==> config.mk <==
export PLATFORM = sky130hd
export DESIGN_NAME = lsu_mem_ctrl
export DESIGN_NICKNAME = d
export VERILOG_FILES = /design/src/rtl/lsu_mem_ctrl.sv
export SDC_FILE = /design/constraint.sdc
export NUM_CORES = 1
export LEC_CHECK = 0
export CAP_MARGIN = 20
export CORE_MARGIN = 2
export CORE_UTILIZATION = 35
export CTS_BUF_LIST = sky130_fd_sc_hd__clkbuf_2
export DETAILED_ROUTE_END_ITERATION = 8
export DONT_BUFFER_PORTS = 1
export PLACE_DENSITY = 0.63
export SLEW_MARGIN = 15
export SYNTH_ARGS = -nofsm -noshare
export SYNTH_HDL_FRONTEND = slang
export SYNTH_SLANG_ARGS = --single-unit
==> constraint.sdc <==
create_clock -name clk -period 1.7 [get_ports clk]
set_input_delay 0.34 -clock clk [delete_from_list [all_inputs] [get_ports clk]]
set_output_delay 0.34 -clock clk [all_outputs]
set_load 0.05 [all_outputs]
==> src/rtl/lsu_mem_ctrl.sv <==
// Load/store front-end to a 1-cycle byte-enabled SRAM; optional counters under LSU_PERF_CNT_EN.
// Accept-to-resp_valid: load 3, store 2, error 1 cycles; one request in flight, held in RESP until resp_ready.
module lsu_mem_ctrl #(
  parameter int WIDTH     = 32,
  parameter int ADDR_BITS = 16
) (
  input  logic             clk,
  input  logic             rst,
  input  logic             req_valid,
  output logic             req_ready,
  input  logic             req_write,
  input  logic [1:0]       req_size,
  input  logic             req_unsigned,
  input  logic [31:0]      req_addr,
  input  logic [WIDTH-1:0] req_wdata,
  output logic             resp_valid,
  input  logic             resp_ready,
  output logic [WIDTH-1:0] resp_rdata,
  output logic             resp_err,
  output logic [31:0]      mem_address,
  output logic [WIDTH-1:0] mem_write_data,
  output logic [3:0]       mem_write_byte_enable,
  output logic             mem_write_enable,
  output logic             mem_read_enable,
  input  logic [WIDTH-1:0] mem_read_data
`ifdef LSU_PERF_CNT_EN
  ,
  output logic [31:0]      perf_loads,
  output logic [31:0]      perf_stores,
  output logic [31:0]      perf_errs
`endif
);

  typedef enum logic [1:0] {IDLE, ACCESS, CAPTURE, RESP} state_t;

  state_t            state_q, state_d;
  logic              write_q, write_d;
  logic [1:0]        size_q, size_d;
  logic              unsigned_q, unsigned_d;
  logic [31:0]       addr_q, addr_d;
  logic [WIDTH-1:0]  wdata_q, wdata_d;
  logic [WIDTH-1:0]  rdata_q, rdata_d;
  logic              err_q, err_d;

  logic              req_err;
  logic [7:0]        ld_byte;
  logic [15:0]       ld_half;
  logic [WIDTH-1:0]  ld_ext;
  logic              unused_addr;

  assign req_err = (req_size == 2'd3)
                 | ((req_size == 2'd1) & req_addr[0])
                 | ((req_size == 2'd2) & (req_addr[1:0] != 2'b00));

  // Lane extraction runs off the registered address so it lines up with the SRAM read word.
  always_comb begin
    ld_byte = 8'h00;
    ld_half = addr_q[1] ? mem_read_data[31:16] : mem_read_data[15:0];
    ld_ext  = mem_read_data;
    case (addr_q[1:0])
      2'd0:    ld_byte = mem_read_data[7:0];
      2'd1:    ld_byte = mem_read_data[15:8];
      2'd2:    ld_byte = mem_read_data[23:16];
      default: ld_byte = mem_read_data[31:24];
    endcase
    case (size_q)
      2'd0:    ld_ext = {{24{~unsigned_q & ld_byte[7]}}, ld_byte};
      2'd1:    ld_ext = {{16{~unsigned_q & ld_half[15]}}, ld_half};
      default: ld_ext = mem_read_data;
    endcase
  end

  always_comb begin
    state_d    = state_q;
    write_d    = write_q;
    size_d     = size_q;
    unsigned_d = unsigned_q;
    addr_d     = addr_q;
    wdata_d    = wdata_q;
    rdata_d    = rdata_q;
    err_d      = err_q;
    unique case (state_q)
      IDLE: begin
        if (req_valid) begin
          write_d    = req_write;
          size_d     = req_size;
          unsigned_d = req_unsigned;
          addr_d     = req_addr;
          wdata_d    = req_wdata;
          rdata_d    = '0;
          err_d      = req_err;
          state_d    = req_err ? RESP : ACCESS;
        end
      end
      ACCESS:  state_d = write_q ? RESP : CAPTURE;
      CAPTURE: begin
        rdata_d = ld_ext;
        state_d = RESP;
      end
      RESP: begin
        if (resp_ready) begin
          rdata_d = '0;
          err_d   = 1'b0;
          state_d = IDLE;
        end
      end
      default: state_d = IDLE;
    endcase
  end

  always_ff @(posedge clk) begin
    if (rst) begin
      state_q    <= IDLE;
      write_q    <= 1'b0;
      size_q     <= 2'd0;
      unsigned_q <= 1'b0;
      addr_q     <= '0;
      wdata_q    <= '0;
      rdata_q    <= '0;
      err_q      <= 1'b0;
    end else begin
      state_q    <= state_d;
      write_q    <= write_d;
      size_q     <= size_d;
      unsigned_q <= unsigned_d;
      addr_q     <= addr_d;
      wdata_q    <= wdata_d;
      rdata_q    <= rdata_d;
      err_q      <= err_d;
    end
  end

  assign req_ready   = (state_q == IDLE);
  assign resp_valid  = (state_q == RESP);
  assign resp_rdata  = rdata_q;
  assign resp_err    = err_q;
  assign mem_address = {{(32-ADDR_BITS){1'b0}}, addr_q[ADDR_BITS+1:2]};
  assign unused_addr = ^{addr_q[31:ADDR_BITS+2], addr_q[1:0]};

  always_comb begin
    mem_write_enable      = (state_q == ACCESS) & write_q;
    mem_read_enable       = (state_q == ACCESS) & ~write_q;
    mem_write_byte_enable = 4'b0000;
    case (size_q)
      2'd0:    mem_write_data = {4{wdata_q[7:0]}};
      2'd1:    mem_write_data = {2{wdata_q[15:0]}};
      default: mem_write_data = wdata_q;
    endcase
    if (mem_write_enable) begin
      case (size_q)
        2'd0:    mem_write_byte_enable = 4'b0001 << addr_q[1:0];
        2'd1:    mem_write_byte_enable = addr_q[1] ? 4'b1100 : 4'b0011;
        default: mem_write_byte_enable = 4'b1111;
      endcase
    end
  end

`ifdef LSU_PERF_CNT_EN
  logic [31:0] perf_loads_q, perf_loads_d;
  logic [31:0] perf_stores_q, perf_stores_d;
  logic [31:0] perf_errs_q, perf_errs_d;

  // Counters bump on the response handshake; errored requests land only in perf_errs.
  always_comb begin
    perf_loads_d  = perf_loads_q;
    perf_stores_d = perf_stores_q;
    perf_errs_d   = perf_errs_q;
    if ((state_q == RESP) && resp_ready) begin
      if (err_q)        perf_errs_d   = perf_errs_q + 32'd1;
      else if (write_q) perf_stores_d = perf_stores_q + 32'd1;
      else              perf_loads_d  = perf_loads_q + 32'd1;
    end
  end

  always_ff @(posedge clk) begin
    if (rst) begin
      perf_loads_q  <= '0;
      perf_stores_q <= '0;
      perf_errs_q   <= '0;
    end else begin
      perf_loads_q  <= perf_loads_d;
      perf_stores_q <= perf_stores_d;
      perf_errs_q   <= perf_errs_d;
    end
  end

  assign perf_loads  = perf_loads_q;
  assign perf_stores = perf_stores_q;
  assign perf_errs   = perf_errs_q;
`endif

endmodule
==> metrics.txt, run 1 <==
outcome complete, but fails checks; Clock Skew 0.03992 ns; Hold Path Sink resp_err; Seq pwr share 0.331; PortBufs 0; worst-skew pair later-pin latency 0.59 ns; Post-Synth Adder-Cell Area 0.01436; post-DR wirelength/cell 20.81 microns; Seq/Total Area, Yosys 0.4088; cts bufs inserted 9; max cap viols 0; Synth Warn # 0; Syn-to-layout area delta 65.66%; # DRC 0; WHS Path Cells 3; first-pass GRT wire length 21.27 mm; main combinational cell family by area after synthesis compound AO/OA/AOI/OAI gates; worst slew pin tran 0.7377 ns; post-DP HPWL 8.753 mm; Pwr Density 1476 nW/um^2; largest net degree at the start of global routing 58; PnR worst setup slack -0.3732 ns; Reg-to-Reg End resp_rdata[7]; max-slew violations 0; commonest cells after routing, fill and taps aside 89 x dlygate4sd3_1, 78 x nand2_1, 52 x dfxtp_1, 50 x a21oi_2, 33 x dfxtp_2; DR vias 4431; Final Util 0.5985; Worst EP required 1.36 ns; #FFs+latches synth 89; post-synthesis cell area 4358 sq um; Die Width 115.6 microns; share of layout cells above drive strength 1 0.4714; worst hold path class in -> reg; Ports 209; violated checks setup timing; clock sink count 89; Netlist cell types 39; Core Footprint 12060 sq um; all-layer global routing usage 0.2065; CTS tree done; drt pass-1 iters 4; Reg2Reg Launch Point state_q[1]; gr ovfl total 0; Worst Path Arrival 1.73 ns; Reg clk slew, reported paths 0.23 ns; Rel. slew slack 0.5077; Die Area 13360 sq um; Fin. Hold Viols 0; initial antenna violation count 0; Critical Path Sink Type primary output; RD Place Congestion 0.8329; Peak VDD IR 794.4 uV; Die H 115.6 microns; H-tree levels 3; Post-Route WL 16.98 mm; Combinational Power Share 0.555; commonest non-fill, non-tap cell in the layout dlygate4sd3_1; Iter 0 DRT Violations 264; mux cell area share after synthesis 0.09073; final setup TNS -13.40 ns; Gate Count Post-Synth 523; xor/xnor share of the synthesized area 0; worst r2r path cells 10; Nets 751; Setup Crit Path Kind reg -> out; LEAKAGE 2.843 nW; Syn Area/Cell 8.333 sq um; vias in the first global route 4131; post-route ant nets 0; min cycle time layout 2.073 ns; Sw Ratio 0.4781; fin crit share 1.220; post-synthesis compound-gate area fraction 0.2208; clock buffer depth 2; vias per cell 5.430; Hold Crit Start req_valid; Highest Clock Rate 0.4823 GHz; RSZ-0062 raised after global routing yes; FP Rows 40; internal power 5.563 mW; Clk pwr share 0.115; Simple-Gate Fraction of Synth Area 0.1470; r2r setup slk -0.10 ns; filler cell count 931; final setup vio count 104; Root Buffer clkbuf_2; Max FO, Critical Path 8; critical path launch point type flop; initial core utilization 0.3613; switching power 5.096 mW
==> cell type report <==
| class | count | area [sq um] | area share |
|---|---|---|---|
| repair buffers | 167 | 1973 | 0.2733 |
| flip-flops and latches | 89 | 1838 | 0.2546 |
| inverters | 15 | 72.57 | 0.01005 |
| multi-input cells | 360 | 2993 | 0.4146 |
| diodes | 1 | 2.502 | 0.0003466 |
| clock inverters | 7 | 85.08 | 0.01179 |
| clock buffers | 9 | 45.04 | 0.006239 |
| well taps | 168 | 210.2 | 0.02912 |
==> cells in the mapped netlist <==
master / number / area, sq um
mux2i_1: 8 / 80.08
mux4_2: 1 / 22.52
or2_2: 1 / 6.260
nand2_1: 127 / 476.7
nor3_1: 1 / 5.000
a21oi_1: 75 / 375.4
buf_6: 2 / 22.52
o21bai_1: 1 / 7.510
o21a_1: 1 / 7.510
clkbuf_1: 22 / 82.58
or3b_2: 1 / 8.760
a311oi_1: 2 / 17.52
nor2_1: 13 / 48.80
nor2b_1: 10 / 62.56
mux2_2: 26 / 292.8
buf_4: 40 / 300.3
conb_1: 1 / 3.750
buf_2: 10 / 50.05
o22ai_1: 2 / 12.51
a32o_1: 1 / 10.01
a221o_1: 1 / 10.01
o221ai_1: 1 / 8.760
ha_1: 5 / 62.56
nand2b_1: 2 / 12.51
o21ai_0: 10 / 50.05
o221a_2: 1 / 11.26
inv_1: 14 / 52.55
a21o_1: 7 / 52.55
o22a_1: 1 / 8.760
o2bb2ai_1: 24 / 210.2
a22oi_1: 2 / 15.01
nor3b_1: 1 / 7.510
a221oi_1: 14 / 122.6
and2_1: 2 / 12.51
inv_2: 1 / 3.750
a41o_1: 1 / 10.01
a21oi_4: 1 / 16.27
o21ai_4: 1 / 16.27
dfxtp_1: 89 / 1782
==> through the flow <==
step	setup slack [ns]	hold WS [ns]	cell area [sq um]	total power [mW]	instances
after floorplan	-0.1695	0.4329	4561	6.222	538
after global placement	0.03776	0.4133	4877	7.053	679
after detailed placement	-0.04901	0.4154	4877	7.150	679
after CTS	-0.4582	0.006950	6381	9.303	800
after global routing	-0.4994	0.03227	7217	11.12	815
final	-0.3732	0.08000	7219	10.66	816
==> worst max-delay path by stage <==
stage	startpoint	end	slack (ns)
after floorplan	state_q[0]	resp_rdata[12]	-0.17
after global placement	size_q[0]	mem_write_data[30]	0.04
after detailed placement	state_q[0]	resp_rdata[7]	-0.05
after CTS	size_q[0]	mem_write_data[30]	-0.46
after global routing	size_q[0]	mem_write_data[30]	-0.50
final	size_q[0]	mem_write_data[31]	-0.37
==> state kept, by name (all words and copies together) (netlist names) <==
name	count
unsigned_q	1
resp_err	1
resp_rdata	32
size_q	2
wdata_q	32
write_q	1
state_q	2
addr_q	18
==> worst max-delay path: stages, from the launching register on <==
cell,delay (ns)
dfxtp_4,0.46
buf_12,0.19
mux2i_4,0.29
o21ai_4,0.08
buf_12,0.15
==> power groups by stage <==
stage | Clock [mW] | Sequential, mW | Combinational [mW]
2_1_floorplan | 0 | 3.15 | 3.07
3_5_place_dp | 0 | 3.46 | 3.69
5_1_grt | 1.35 | 3.57 | 6.21
6_report | 1.22 | 3.53 | 5.91
4_1_cts | 1.26 | 3.47 | 4.57
3_3_place_gp | 0 | 3.45 | 3.61
==> logic make-up (layout without fill, tap and decap cells) <==
group / after synthesis / after routing
and+or+nand+nor: 158 / 158
AOI/OAI and AO/OA: 146 / 146
DFF: 89 / 89
buffers and inverters: 89 / 198
muxes: 35 / 35
adders and majority gates: 5 / 5
other: 1 / 17
==> layer usage <==
| layer | vias up | wire, microns | GRT usage | part of all wire |
|---|---|---|---|---|
| li1 | 1990 | - | - | - |
| met1 | 2153 | 6236 | 0.2268 | 0.37 |
| met2 | 232 | 8661 | 0.3536 | 0.51 |
| met3 | 56 | 1414 | 0.06590 | 0.083 |
| met4 | 0 | 673 | 0.1133 | 0.040 |
| met5 | - | 0 | 0 | 0 |
==> what timing repair did <==
action | CTS | global route
resized for setup | 91 | 176
hold buffers | 90 | 0
endpoints found under the hold margin | 89 | 0
endpoints found under the setup margin | 46 | 141
setup buffers | 14 | 7
cloned | 1 | 10
pin swaps | 9 | 69
Power figures use the tool's default switching activity.
==> run 2, diff against run 1 <==
--- a/config.mk
+++ b/config.mk
@@ -5,13 +5,13 @@
 export SDC_FILE = /design/constraint.sdc
 export NUM_CORES = 1
 export LEC_CHECK = 0
-export CAP_MARGIN = 20
 export CORE_MARGIN = 2
 export CORE_UTILIZATION = 35
 export CTS_BUF_LIST = sky130_fd_sc_hd__clkbuf_2
 export DETAILED_ROUTE_END_ITERATION = 8
 export DONT_BUFFER_PORTS = 1
 export PLACE_DENSITY = 0.63
+export SETUP_SLACK_MARGIN = 0.15
 export SLEW_MARGIN = 15
 export SYNTH_ARGS = -nofsm -noshare
 export SYNTH_HDL_FRONTEND = slang
==> metrics.txt, run 2 (synthesis gave the netlist of run 1 again) <==
outcome complete, but fails checks; violated checks setup timing; DR vias 4613 (+4.1%); Place WS -0.01318 ns (+0.03583 ns); post-DP HPWL 9.165 mm (+4.7%); Worst EP required 1.36 ns (about the same); commonest non-fill, non-tap cell in the layout dlygate4sd3_1; Pwr Density 1465 nW/um^2 (-0.79%); Worst Path Arrival 1.80 ns (+0.07 ns); non-filler cells, final 836 (+2.5%); met1 WL 7.323 mm (+17%); Ports 209 (unchanged); gr ovfl total 0 (unchanged); largest net degree at the start of global routing 58 (unchanged); worst slew pin tran 0.7416 ns (+0.003974 ns); initial antenna violation count 0 (unchanged); max cap viols 0 (unchanged); Peak VDD IR 880.9 uV (+11%); critical path launch point type flop; Die Area 13360 sq um (unchanged); Clock Skew 0.01045 ns (-0.02947 ns); CP Buf/Inv Count 1 (-1); Core Footprint 12060 sq um (unchanged); Post-Route WL 20.09 mm (+18%); initial core utilization 0.3613 (unchanged); Setup Crit Path Kind reg -> out; Final Util 0.7005 (+0.1020); r2r setup slk -0.21 ns (-0.11 ns); Syn-to-layout area delta 93.88%; clock buffer depth 2 (unchanged); internal power 6.459 mW (+16%); fin crit share 1.257 (+0.03749); critical path's top delay family flip-flops; Fin. Hold Viols 0 (unchanged); post-route ant nets 0 (unchanged); Clk pwr share 0.091 (-0.024); Die H 115.6 microns (unchanged); DR top layer met4; Crit-path slowest cell dfxtp_4; critical-path cell list nor2_2, buf_6, mux2_4; RSZ-0062 raised after global routing yes; Iter 0 DRT Violations 291 (+10%); H-tree levels 3 (unchanged); vias in the first global route 4434 (+7.3%); worst-skew pair later-pin latency 0.59 ns (about the same); cts bufs inserted 9 (unchanged); Sw Ratio 0.4781 (about the same); RD Place Congestion 0.8051 (-3.3%); CTS tree done; diode count 0 (-1); drt pass-1 iters 5 (+1); share of layout cells above drive strength 1 0.6228 (+0.1513); met2 routed WL 10.44 mm (+21%); Hold Crit Start mem_read_data[23]; Critical Path Sink Type primary output; commonest cells after routing, fill and taps aside 90 x dlygate4sd3_1, 56 x dfxtp_4, 51 x nand2_4, 49 x a21oi_2, 44 x nand2_1; Nets 772 (+2.8%); LEAKAGE 3.337 nW (+17%); # DRC 0 (unchanged); all-layer global routing usage 0.2336 (+0.02709); first-pass GRT wire length 23.91 mm (+12%); Max FO, Critical Path 7 (-1); PortBufs 0 (unchanged); Hold Path Sink resp_rdata[7]; max-slew violations 0 (unchanged); Reg2Reg Launch Point state_q[1]; worst hold path class in -> reg; max incr delay on CP 0.43 ns (-0.03 ns); post-DR wirelength/cell 24.03 microns (+15%); clock sink count 89 (unchanged); Highest Clock Rate 0.4680 GHz (-3.0%); met3 routed WL 1.522 mm (+7.6%); Combinational Power Share 0.610 (+0.055); Reg-to-Reg End resp_rdata[15]; WHS Path Cells 3 (unchanged); filler cell count 778 (-16%); worst r2r path cells 12 (+2); Die Width 115.6 microns (unchanged); min cycle time layout 2.137 ns (+0.06373 ns); Root Buffer clkbuf_2; final setup vio count 118 (+13%); switching power 5.917 mW (+16%); FP Rows 40 (unchanged); vias per cell 5.518 (+1.6%); post-route cell area 8449 sq um (+17%); PnR worst setup slack -0.4370 ns (-0.06373 ns); Rel. slew slack 0.5038 (-0.003947); Cell Count Post-Placement 674 (-0.74%); Seq pwr share 0.299 (-0.032); Reg clk slew, reported paths 0.24 ns (about the same); post-place instance area 4954 sq um (+1.6%)
[run 2: changes by cell type in the layout (fill, tap and decap cells not counted), moves of 14 or more]
cell	previous run	this run
dfxtp_2	33	7
nand2_1	78	44
buf_4	29	15
dfxtp_1	52	26
nand2_4	28	51
o2bb2ai_1	22	1
o2bb2ai_2	2	18
dfxtp_4	4	56
[run 2: metal layers]
metal	track usage	vias to the layer above
li1	-	2049
met1	0.2631	2261
met2	0.4016	250
met3	0.06747	53
met4	0.1197	0
met5	0	-
[run 2: final cells by class]
class / instances / area [sq um] / area share
Multi-Input combinational cell: 363 / 3595 / 0.4254
Timing Repair Buffer: 185 / 2462 / 0.2914
Clock buffer: 11 / 55.05 / 0.006516
Inverter: 15 / 70.07 / 0.008293
Clock inverter: 5 / 56.30 / 0.006664
Sequential cell: 89 / 2001 / 0.2368
Tap cell: 168 / 210.2 / 0.02488
[run 2: metrics by stage]
stage,power [mW],setup TNS [ns],hold WS (ns)
floorplan,6.459,0,0.4329
global placement,7.169,0,0.4126
detailed placement,7.281,-0.01318,0.4139
CTS,9.916,-13.47,0.007513
global route,12.84,-25.55,0.01613
finish,12.38,-19.83,0.05663
[run 2: worst max path at each step]
| stage | to | start | cells past startpoint | slack (ns) |
|---|---|---|---|---|
| final | mem_write_data[8] | size_q[1] | 3 | -0.44 |
| after global routing | mem_write_data[8] | size_q[1] | 3 | -0.50 |
| after CTS | mem_write_data[14] | size_q[1] | 3 | -0.44 |
| after detailed placement | mem_write_byte_enable[0] | size_q[0] | 3 | -0.01 |
| after global placement | mem_write_byte_enable[0] | size_q[0] | 3 | 0.02 |
| after floorplan | mem_write_byte_enable[1] | size_q[1] | 6 | 0.07 |
[run 2: worst reg2reg max path: stages, from the launching register on]
cell and delay, ns:
dfxtp_4 0.42, inv_4 0.05, buf_6 0.11, buf_6 0.12, ha_4 0.17, buf_6 0.13
inv_6 0.07, o22a_4 0.15, a21oi_4 0.06, buf_12 0.14, buf_6 0.12, buf_16 0.13
a32o_1 0.19
[run 2: power groups by stage]
stage	logic, mW	registers, mW	clock network, mW
after global placement	3.67	3.50	0
after detailed placement	3.76	3.52	0
after global routing	7.85	3.74	1.26
final	7.55	3.70	1.13
after CTS	5.20	3.58	1.13
after floorplan	3.27	3.19	0
[run 2: what timing repair did]
item,4_1_cts,5_1_grt
cloned,4,19
pin swaps,20,109
buffers inserted,23,9
hold buffers,90,1
gates resized for setup,194,266
endpoints found under the setup margin,121,170
endpoints found under the hold margin,89,1
